**src/rtl/axi_rd_to_axis_if.sv**
```systemverilog
// axi_rd_to_axis_if: AXI4 read address/data channels plus the AXI-Stream output
// of the read-to-stream bridge.
interface axi_rd_to_axis_if #(
    parameter int AXI_DATA_WIDTH = 64,
    parameter int AXI_ADDR_WIDTH = 32,
    parameter int AXI_ID_WIDTH   = 1
);
    logic [AXI_ID_WIDTH-1:0]     m_axi_arid;
    logic [AXI_ADDR_WIDTH-1:0]   m_axi_araddr;
    logic [7:0]                  m_axi_arlen;
    logic [2:0]                  m_axi_arsize;
    logic [1:0]                  m_axi_arburst;
    logic                        m_axi_arvalid;
    logic                        m_axi_arready;
    logic [AXI_ID_WIDTH-1:0]     m_axi_rid;
    logic [AXI_DATA_WIDTH-1:0]   m_axi_rdata;
    logic [1:0]                  m_axi_rresp;
    logic                        m_axi_rlast;
    logic                        m_axi_rvalid;
    logic                        m_axi_rready;
    logic [AXI_DATA_WIDTH-1:0]   m_axis_tdata;
    logic [AXI_DATA_WIDTH/8-1:0] m_axis_tkeep;
    logic                        m_axis_tlast;
    logic                        m_axis_tvalid;
    logic                        m_axis_tready;
    modport master (
        output m_axi_arid, m_axi_araddr, m_axi_arlen, m_axi_arsize, m_axi_arburst, m_axi_arvalid,
        input  m_axi_arready,
        input  m_axi_rid, m_axi_rdata, m_axi_rresp, m_axi_rlast, m_axi_rvalid,
        output m_axi_rready,
        output m_axis_tdata, m_axis_tkeep, m_axis_tlast, m_axis_tvalid,
        input  m_axis_tready
    );
    modport slave (
        input  m_axi_arid, m_axi_araddr, m_axi_arlen, m_axi_arsize, m_axi_arburst, m_axi_arvalid,
        output m_axi_arready,
        output m_axi_rid, m_axi_rdata, m_axi_rresp, m_axi_rlast, m_axi_rvalid,
        input  m_axi_rready,
        input  m_axis_tdata, m_axis_tkeep, m_axis_tlast, m_axis_tvalid,
        output m_axis_tready
    );
endinterface

```
**src/rtl/axi_rd_to_axis.sv**
```systemverilog
// axi_rd_to_axis: fetches a contiguous region with INCR bursts (max-length and
// 4 KB limited, one outstanding) and emits it as one AXI-Stream packet.
module axi_rd_to_axis #(
    parameter int AXI_DATA_WIDTH    = 64,
    parameter int AXI_ADDR_WIDTH    = 32,
    parameter int AXI_ID_WIDTH      = 1,
    parameter int AXI_MAX_BURST_LEN = 16,
    parameter int LEN_WIDTH         = 16
) (
    input  logic                      axi_aclk,
    input  logic                      axi_aresetn,
    input  logic                      cmd_valid,
    output logic                      cmd_ready,
    input  logic [AXI_ADDR_WIDTH-1:0] cmd_addr,
    input  logic [LEN_WIDTH-1:0]      cmd_len,
    output logic                      sts_done,
    output logic                      sts_err,
    axi_rd_to_axis_if.master          bus
);
    localparam int BPB = AXI_DATA_WIDTH / 8;
    localparam int SZ = $clog2(BPB);
    localparam logic [AXI_ADDR_WIDTH-1:0] BPB_A = AXI_ADDR_WIDTH'(BPB);
    localparam logic [31:0] MAXB = 32'(AXI_MAX_BURST_LEN);

    typedef enum logic [1:0] {IDLE, ISSUE_AR, READ_DATA, DONE} state_t;
    state_t state, next;

    logic [AXI_ADDR_WIDTH-1:0] addr;
    logic [LEN_WIDTH:0]        remaining;
    logic [8:0]                burst_cnt, beats;
    logic [12:0]               to_4k;
    logic [31:0]               lim_4k, lim;
    logic                      cmd_fire, ar_fire, r_fire, push, pop;
    logic [AXI_DATA_WIDTH:0]   mem [2];
    logic                      wp, rp;
    logic [1:0]                count;
    logic                      unused_rid;

    assign unused_rid = ^bus.m_axi_rid;

    // burst size is the tightest of: beats left, max burst, beats to the 4 KB line
    assign to_4k  = 13'd4096 - {1'b0, addr[11:0]};
    assign lim_4k = 32'(to_4k >> SZ);
    assign lim    = (32'(remaining) < lim_4k) ? 32'(remaining) : lim_4k;
    assign beats  = 9'((lim < MAXB) ? lim : MAXB);

    assign cmd_ready = state == IDLE;
    assign cmd_fire  = cmd_valid && cmd_ready;
    assign ar_fire   = bus.m_axi_arvalid && bus.m_axi_arready;
    assign r_fire    = bus.m_axi_rvalid && bus.m_axi_rready;
    assign push      = r_fire;
    assign pop       = bus.m_axis_tvalid && bus.m_axis_tready;

    assign bus.m_axi_arid    = '0;
    assign bus.m_axi_arsize  = 3'(SZ);
    assign bus.m_axi_arburst = 2'b01;
    assign bus.m_axi_arvalid = state == ISSUE_AR;
    assign bus.m_axi_araddr  = (state == ISSUE_AR) ? addr : '0;
    assign bus.m_axi_arlen   = (state == ISSUE_AR) ? 8'(beats - 9'd1) : 8'd0;
    assign bus.m_axi_rready  = (state == READ_DATA) && (count != 2'd2);

    assign bus.m_axis_tvalid = count != 2'd0;
    assign bus.m_axis_tdata  = mem[rp][AXI_DATA_WIDTH:1];
    assign bus.m_axis_tlast  = bus.m_axis_tvalid && mem[rp][0];
    assign bus.m_axis_tkeep  = '1;

    always_ff @(posedge axi_aclk or negedge axi_aresetn)
        if (!axi_aresetn) state <= IDLE;
        else state <= next;

    always_comb begin
        next = state;
        case (state)
            IDLE:      if (cmd_valid) next = (cmd_len != '0) ? ISSUE_AR : DONE;
            ISSUE_AR:  if (bus.m_axi_arready) next = READ_DATA;
            READ_DATA: if (r_fire && burst_cnt == 9'd1) next = (remaining != 1) ? ISSUE_AR : DONE;
            DONE:      if (count == 2'd0) next = IDLE;
            default:   next = IDLE;
        endcase
    end

    // addr/remaining advance per beat; at each burst end they equal the per-burst update
    always_ff @(posedge axi_aclk or negedge axi_aresetn) begin
        if (!axi_aresetn) begin
            addr      <= '0;
            remaining <= '0;
            burst_cnt <= '0;
            sts_err   <= 1'b0;
            sts_done  <= 1'b0;
        end else begin
            sts_done <= (state == DONE) && (count == 2'd0);
            if (cmd_fire) begin
                addr      <= cmd_addr;
                remaining <= {1'b0, cmd_len};
                sts_err   <= 1'b0;
            end
            if (ar_fire) burst_cnt <= beats;
            if (r_fire) begin
                addr      <= addr + BPB_A;
                remaining <= remaining - 1'b1;
                burst_cnt <= burst_cnt - 9'd1;
                if (bus.m_axi_rresp != 2'b00 || bus.m_axi_rlast != (burst_cnt == 9'd1)) sts_err <= 1'b1;
            end
        end
    end

    always_ff @(posedge axi_aclk or negedge axi_aresetn) begin
        if (!axi_aresetn) begin
            wp    <= 1'b0;
            rp    <= 1'b0;
            count <= 2'd0;
        end else begin
            wp    <= wp ^ push;
            rp    <= rp ^ pop;
            count <= count + 2'(push) - 2'(pop);
        end
    end

    always_ff @(posedge axi_aclk)
        if (push) mem[wp] <= {bus.m_axi_rdata, remaining == 1};
endmodule

```
**src/flat_wrapper.sv**
```systemverilog
// flat-port wrapper written by rule: the top's interface ports become plain ports
module axi_rd_to_axis_flat 
#(
    parameter int AXI_DATA_WIDTH    = 64,
    parameter int AXI_ADDR_WIDTH    = 32,
    parameter int AXI_ID_WIDTH      = 1,
    parameter int AXI_MAX_BURST_LEN = 16,
    parameter int LEN_WIDTH         = 16
)
  (axi_aclk, axi_aresetn, cmd_valid, cmd_ready, cmd_addr, cmd_len, sts_done, sts_err, bus_m_axi_arid, bus_m_axi_araddr, bus_m_axi_arlen, bus_m_axi_arsize, bus_m_axi_arburst, bus_m_axi_arvalid, bus_m_axi_arready, bus_m_axi_rid, bus_m_axi_rdata, bus_m_axi_rresp, bus_m_axi_rlast, bus_m_axi_rvalid, bus_m_axi_rready, bus_m_axis_tdata, bus_m_axis_tkeep, bus_m_axis_tlast, bus_m_axis_tvalid, bus_m_axis_tready);
  axi_rd_to_axis_if #(.AXI_DATA_WIDTH(AXI_DATA_WIDTH), .AXI_ADDR_WIDTH(AXI_ADDR_WIDTH), .AXI_ID_WIDTH(AXI_ID_WIDTH)) bus_i ();
  input  logic axi_aclk;
  input  logic axi_aresetn;
  input  logic cmd_valid;
  output logic cmd_ready;
  input  logic [AXI_ADDR_WIDTH-1:0] cmd_addr;
  input  logic [LEN_WIDTH-1:0] cmd_len;
  output logic sts_done;
  output logic sts_err;
  output wire logic [$bits(bus_i.m_axi_arid)-1:0] bus_m_axi_arid;
  output wire logic [$bits(bus_i.m_axi_araddr)-1:0] bus_m_axi_araddr;
  output wire logic [$bits(bus_i.m_axi_arlen)-1:0] bus_m_axi_arlen;
  output wire logic [$bits(bus_i.m_axi_arsize)-1:0] bus_m_axi_arsize;
  output wire logic [$bits(bus_i.m_axi_arburst)-1:0] bus_m_axi_arburst;
  output wire logic [$bits(bus_i.m_axi_arvalid)-1:0] bus_m_axi_arvalid;
  input wire logic [$bits(bus_i.m_axi_arready)-1:0] bus_m_axi_arready;
  input wire logic [$bits(bus_i.m_axi_rid)-1:0] bus_m_axi_rid;
  input wire logic [$bits(bus_i.m_axi_rdata)-1:0] bus_m_axi_rdata;
  input wire logic [$bits(bus_i.m_axi_rresp)-1:0] bus_m_axi_rresp;
  input wire logic [$bits(bus_i.m_axi_rlast)-1:0] bus_m_axi_rlast;
  input wire logic [$bits(bus_i.m_axi_rvalid)-1:0] bus_m_axi_rvalid;
  output wire logic [$bits(bus_i.m_axi_rready)-1:0] bus_m_axi_rready;
  output wire logic [$bits(bus_i.m_axis_tdata)-1:0] bus_m_axis_tdata;
  output wire logic [$bits(bus_i.m_axis_tkeep)-1:0] bus_m_axis_tkeep;
  output wire logic [$bits(bus_i.m_axis_tlast)-1:0] bus_m_axis_tlast;
  output wire logic [$bits(bus_i.m_axis_tvalid)-1:0] bus_m_axis_tvalid;
  input wire logic [$bits(bus_i.m_axis_tready)-1:0] bus_m_axis_tready;
  assign bus_m_axi_arid = bus_i.m_axi_arid;
  assign bus_m_axi_araddr = bus_i.m_axi_araddr;
  assign bus_m_axi_arlen = bus_i.m_axi_arlen;
  assign bus_m_axi_arsize = bus_i.m_axi_arsize;
  assign bus_m_axi_arburst = bus_i.m_axi_arburst;
  assign bus_m_axi_arvalid = bus_i.m_axi_arvalid;
  assign bus_i.m_axi_arready = bus_m_axi_arready;
  assign bus_i.m_axi_rid = bus_m_axi_rid;
  assign bus_i.m_axi_rdata = bus_m_axi_rdata;
  assign bus_i.m_axi_rresp = bus_m_axi_rresp;
  assign bus_i.m_axi_rlast = bus_m_axi_rlast;
  assign bus_i.m_axi_rvalid = bus_m_axi_rvalid;
  assign bus_m_axi_rready = bus_i.m_axi_rready;
  assign bus_m_axis_tdata = bus_i.m_axis_tdata;
  assign bus_m_axis_tkeep = bus_i.m_axis_tkeep;
  assign bus_m_axis_tlast = bus_i.m_axis_tlast;
  assign bus_m_axis_tvalid = bus_i.m_axis_tvalid;
  assign bus_i.m_axis_tready = bus_m_axis_tready;
  axi_rd_to_axis #(.AXI_DATA_WIDTH(AXI_DATA_WIDTH), .AXI_ADDR_WIDTH(AXI_ADDR_WIDTH), .AXI_ID_WIDTH(AXI_ID_WIDTH), .AXI_MAX_BURST_LEN(AXI_MAX_BURST_LEN), .LEN_WIDTH(LEN_WIDTH)) u_core (.axi_aclk(axi_aclk), .axi_aresetn(axi_aresetn), .cmd_valid(cmd_valid), .cmd_ready(cmd_ready), .cmd_addr(cmd_addr), .cmd_len(cmd_len), .sts_done(sts_done), .sts_err(sts_err), .bus(bus_i));
endmodule
```
**config.mk**
```make
export PLATFORM = sky130hd
export DESIGN_NAME = axi_rd_to_axis_flat
export DESIGN_NICKNAME = d
export VERILOG_FILES = /design/src/rtl/axi_rd_to_axis_if.sv /design/src/rtl/axi_rd_to_axis.sv /design/src/flat_wrapper.sv
export SDC_FILE = /design/constraint.sdc
export NUM_CORES = 1
export LEC_CHECK = 0
export ABC_AREA = 1
export BUFFER_PORTS_ARGS = -buffer_cell sky130_fd_sc_hd__buf_2
export CAP_MARGIN = 20
export CORE_AREA = 5 5 148 150
export DETAILED_ROUTE_END_ITERATION = 16
export DIE_AREA = 0 0 153 155
export GPL_ROUTABILITY_DRIVEN = 0
export PLACE_DENSITY_LB_ADDON = 0.3
export SLEW_MARGIN = 15
export SYNTH_ARGS = -nofsm -noshare
export SYNTH_HDL_FRONTEND = slang
export SYNTH_SLANG_ARGS = --single-unit
```
**constraint.sdc**
```tcl
create_clock -name axi_aclk -period 3.1 [get_ports axi_aclk]
set_input_delay 0 -clock axi_aclk [delete_from_list [all_inputs] [get_ports axi_aclk]]
set_output_delay 0 -clock axi_aclk [all_outputs]
set_load 0.02 [all_outputs]
```
==> results by group <==
Global route
  • Initial antenna violation count: 0
  • Global-route wire length before repair: 41600 um
  • Largest net degree at the start of global routing: 66
  • Gr usage total: 21.6%
  • Global route total overflow: 0
  • Vias in the first global route: 8345

Worst setup path
  • Buffer and inverter count on the worst path: 3
  • Crit Path Max Fanout: 5
  • Worst Setup Start Kind: flop
  • CP top delay family: simple AND/OR/NAND/NOR gates
  • CP arrival: 3310 ps
  • Crit Path Category: reg2out
  • CP max stage delay: 410 ps
  • Worst Path Required: 3100 ps
  • FF-to-FF Start: u_core.addr[4]
  • Worst setup startpoint: u_core.addr[4]
  • CP max-delay cell: dfrtp_1
  • Critical path endpoint category: output pin
  • CP dominant cell by count: nand2_1
  • Worst-path cell chain: inv_2 > ha_4 > nand3_2 > nor2_2 > xor2_1 > ha_1 > nand2_1 > nand2_1 > nand2_1 > nand2_1 > nand2_1 > nand2_1 > nand2_2 > nand4_1 > nand2_4 > nand2_4 > ha_4 > inv_2 > nand2_1 > o22ai_1 > buf_4

Finish
  • Fraction of layout cells with a size suffix above 1: 25.8%
  • Area delta synth->final: 37.1%
  • Post-route cell area: 13300 um^2
  • Filler cells: 1654
  • Area of the multi-input gates: 3690 um^2
  • Layout Nets: 1565
  • Reg area: 5560 um^2
  • # diodes: 0

Yosys
  • Syn Area/Cell: 9.20 um^2
  • Synth Warn #: 0
  • Area contributors post-synth: edfxtp_1, dfrtp_1, nand2_1
  • Ys async rst share: 33.7%
  • Synth top area share: 40.3%
  • Synth cell types: 46
  • Synthesized cell area: 9680 um^2
  • Count leader, synth: nand2_1
  • Post-synth EDFFs: 130
  • Sequential-to-total area share from yosys stat: 57.4%
  • Top FF cell, synth: edfxtp_1
  • Seq cells post-synth: 196
  • List of most frequent post-synthesis cells: nand2_1, edfxtp_1, inv_1
  • Post-synthesis cell count: 1052
  • Leading area contributor after synthesis: edfxtp_1

CTS
  • Num CTS Buffers: 17
  • TritonCTS Sinks: 196
  • CTS H-tree lvls: 4
  • CTS max path bufs: 2
  • CTS clk-pin slew, worst paths: 70 ps
  • CTS tree: done
  • Clk_lat worst skew: 440 ps
  • Clk Tree Root Cell: clkbuf_16

Drt
  • Via Count: 8497
  • DRT Wirelength: 25900 um
  • First-pass DRT Iterations: 5
  • DRC violations left: 0
  • Vias per cell: 4.97
  • Drt first-iter violations: 444
  • WL/cell: 15.1 um
  • Routed Antenna Nets: 0

Die
  • Die area: 23700 um^2
  • Core ar.: 20600 um^2
  • Die height: 155 um
  • Top Ports: 247
  • Chip Width: 153 um
  • Initial Util: 47.1%
  • Rows: 53

Timing
  • Period minus WS final: 3310 ps
  • Max-slew violations: 0
  • Fin. Hold Viols: 0
  • RSZ-0062 raised after global routing: true
  • Setup Skew: 16.0 ps
  • Setup TNS: -943 ps
  • Worst Slack Setup Final: -209 ps
  • Final Cycle Share: 107%
  • Slew @ Worst Pin: 883 ps
  • # setup viols final: 8
  • Normalized max-slew margin: 41.1%
  • FMAX: 302 MHz

Min path
  • Hold path start: cmd_valid
  • HP Class: in2reg

Job
  • Max cap viols: 0

Outcome
  • Failing checks: setup timing
  • Outcome: complete, but fails checks

Power
  • PD cells: 874 nW/um^2
  • Leakage: 6.03 nW
  • VDD IR max: 438 uV

Placement
  • Port bufs: 231
  • Post-DP HPWL: 16900 um
  • Pre-CTS setup slack: 84.8 ps
  • Placed cell areas: 11100 um^2
[worst min-delay path, cell delays in order]
cell and delay [ps]:
buf_2 90, nand2_1 50, buf_4 200, nand2_1 70, nand2_1 50
[report_power, final]
part / switching, mW / leakage [nW] / total [mW] / internal (mW)
sequential: 0.453 / 2.00 / 3.89 / 3.44
combinational: 3.60 / 3.74 / 5.50 / 1.90
clock: 1.10 / 0.293 / 2.20 / 1.10
total: 5.15 / 6.03 / 11.6 / 6.44
[final timing paths]
check / to / slack (ps) / depth (start not counted)
worst min register to register: u_core.sts_err / 480 / 2
min in group asynchronous: u_core.remaining[9] / 240 / 2
worst max register to register: u_core.burst_cnt[1] / 450 / 19
worst min-delay path: u_core.sts_err / 70 / 5
worst max-delay path: bus_m_axi_arlen[4] / -210 / 21
max in group asynchronous: u_core.addr[5] / 2170 / 3
[final cells by class]
class | instances | share of cell area (%)
flip-flops and latches | 196 | 41.9
repair buffers | 386 | 20.3
inverters | 100 | 2.85
multi-input cells | 722 | 27.8
well taps | 275 | 2.59
clock buffers | 18 | 3.24
clock inverters | 14 | 1.30
[cells by family (layout without fill, tap and decap cells)]
group | after synthesis | count (layout) | share of synthesized area (%)
simple gates | 564 | 564 | 24.8
flops | 196 | 196 | 57.4
buf+inv | 146 | 518 | 6.57
compound gates | 107 | 107 | 7.06
fa+ha+maj | 20 | 20 | 2.59
xor+xnor | 17 | 17 | 1.54
other cells | 2 | 14 | 0.0776
[placed cells by master, fill, tap and decap left out, drive strengths merged, types with 7 or more instances in the layout]
cell         instances
o221ai               8
ha                  20
dlygate4sd3        118
xor2                15
nor2                96
conb                14
nor3                19
buf                268
nor4                 7
clkbuf              18
o21ai               37
clkinv               7
edfxtp             130
nand2              369
nand3               51
o211ai              31
a21oi               18
nand4               15
dfrtp               66
inv                107
[registers in the layout (all words and copies together) (netlist names)]
| register | flops |
|---|---|
| u_core.wp | 1 |
| u_core.state | 2 |
| u_core.addr | 32 |
| u_core.mem | 130 |
| u_core.count | 2 |
| u_core.sts_done | 1 |
| u_core.burst_cnt | 9 |
| u_core.rp | 1 |
| u_core.remaining | 17 |
| u_core.sts_err | 1 |
[metrics by stage]
step                      instances  power (mW)  hold slack (ps)  utilization (%)
after CTS                      1706        11.5             49.4             64.0
after floorplan                1064        7.30             -296                -
after detailed placement       1541        8.83              172             54.2
final                          1711        11.6             73.1             64.5
after global placement         1541        8.74              159             54.2
after global routing           1711        12.4             94.4             64.5
[what timing repair did]
action / in CTS / in global routing
pin swaps: 14 / 18
setup buffers: 15 / 5
hold buffers: 118 / 0
resized for setup: 36 / 25
endpoints found under the setup margin: 8 / 8
endpoints found under the hold margin: 212 / 0
[metal layers]
metal | GRT usage, % | part of all wire [%]
met2 | 38.1 | 52
met1 | 27.1 | 42
met4 | 6.66 | 1.7
met5 | 0 | 0
met3 | 4.03 | 4.8
(Power assumes the default switching activity.)
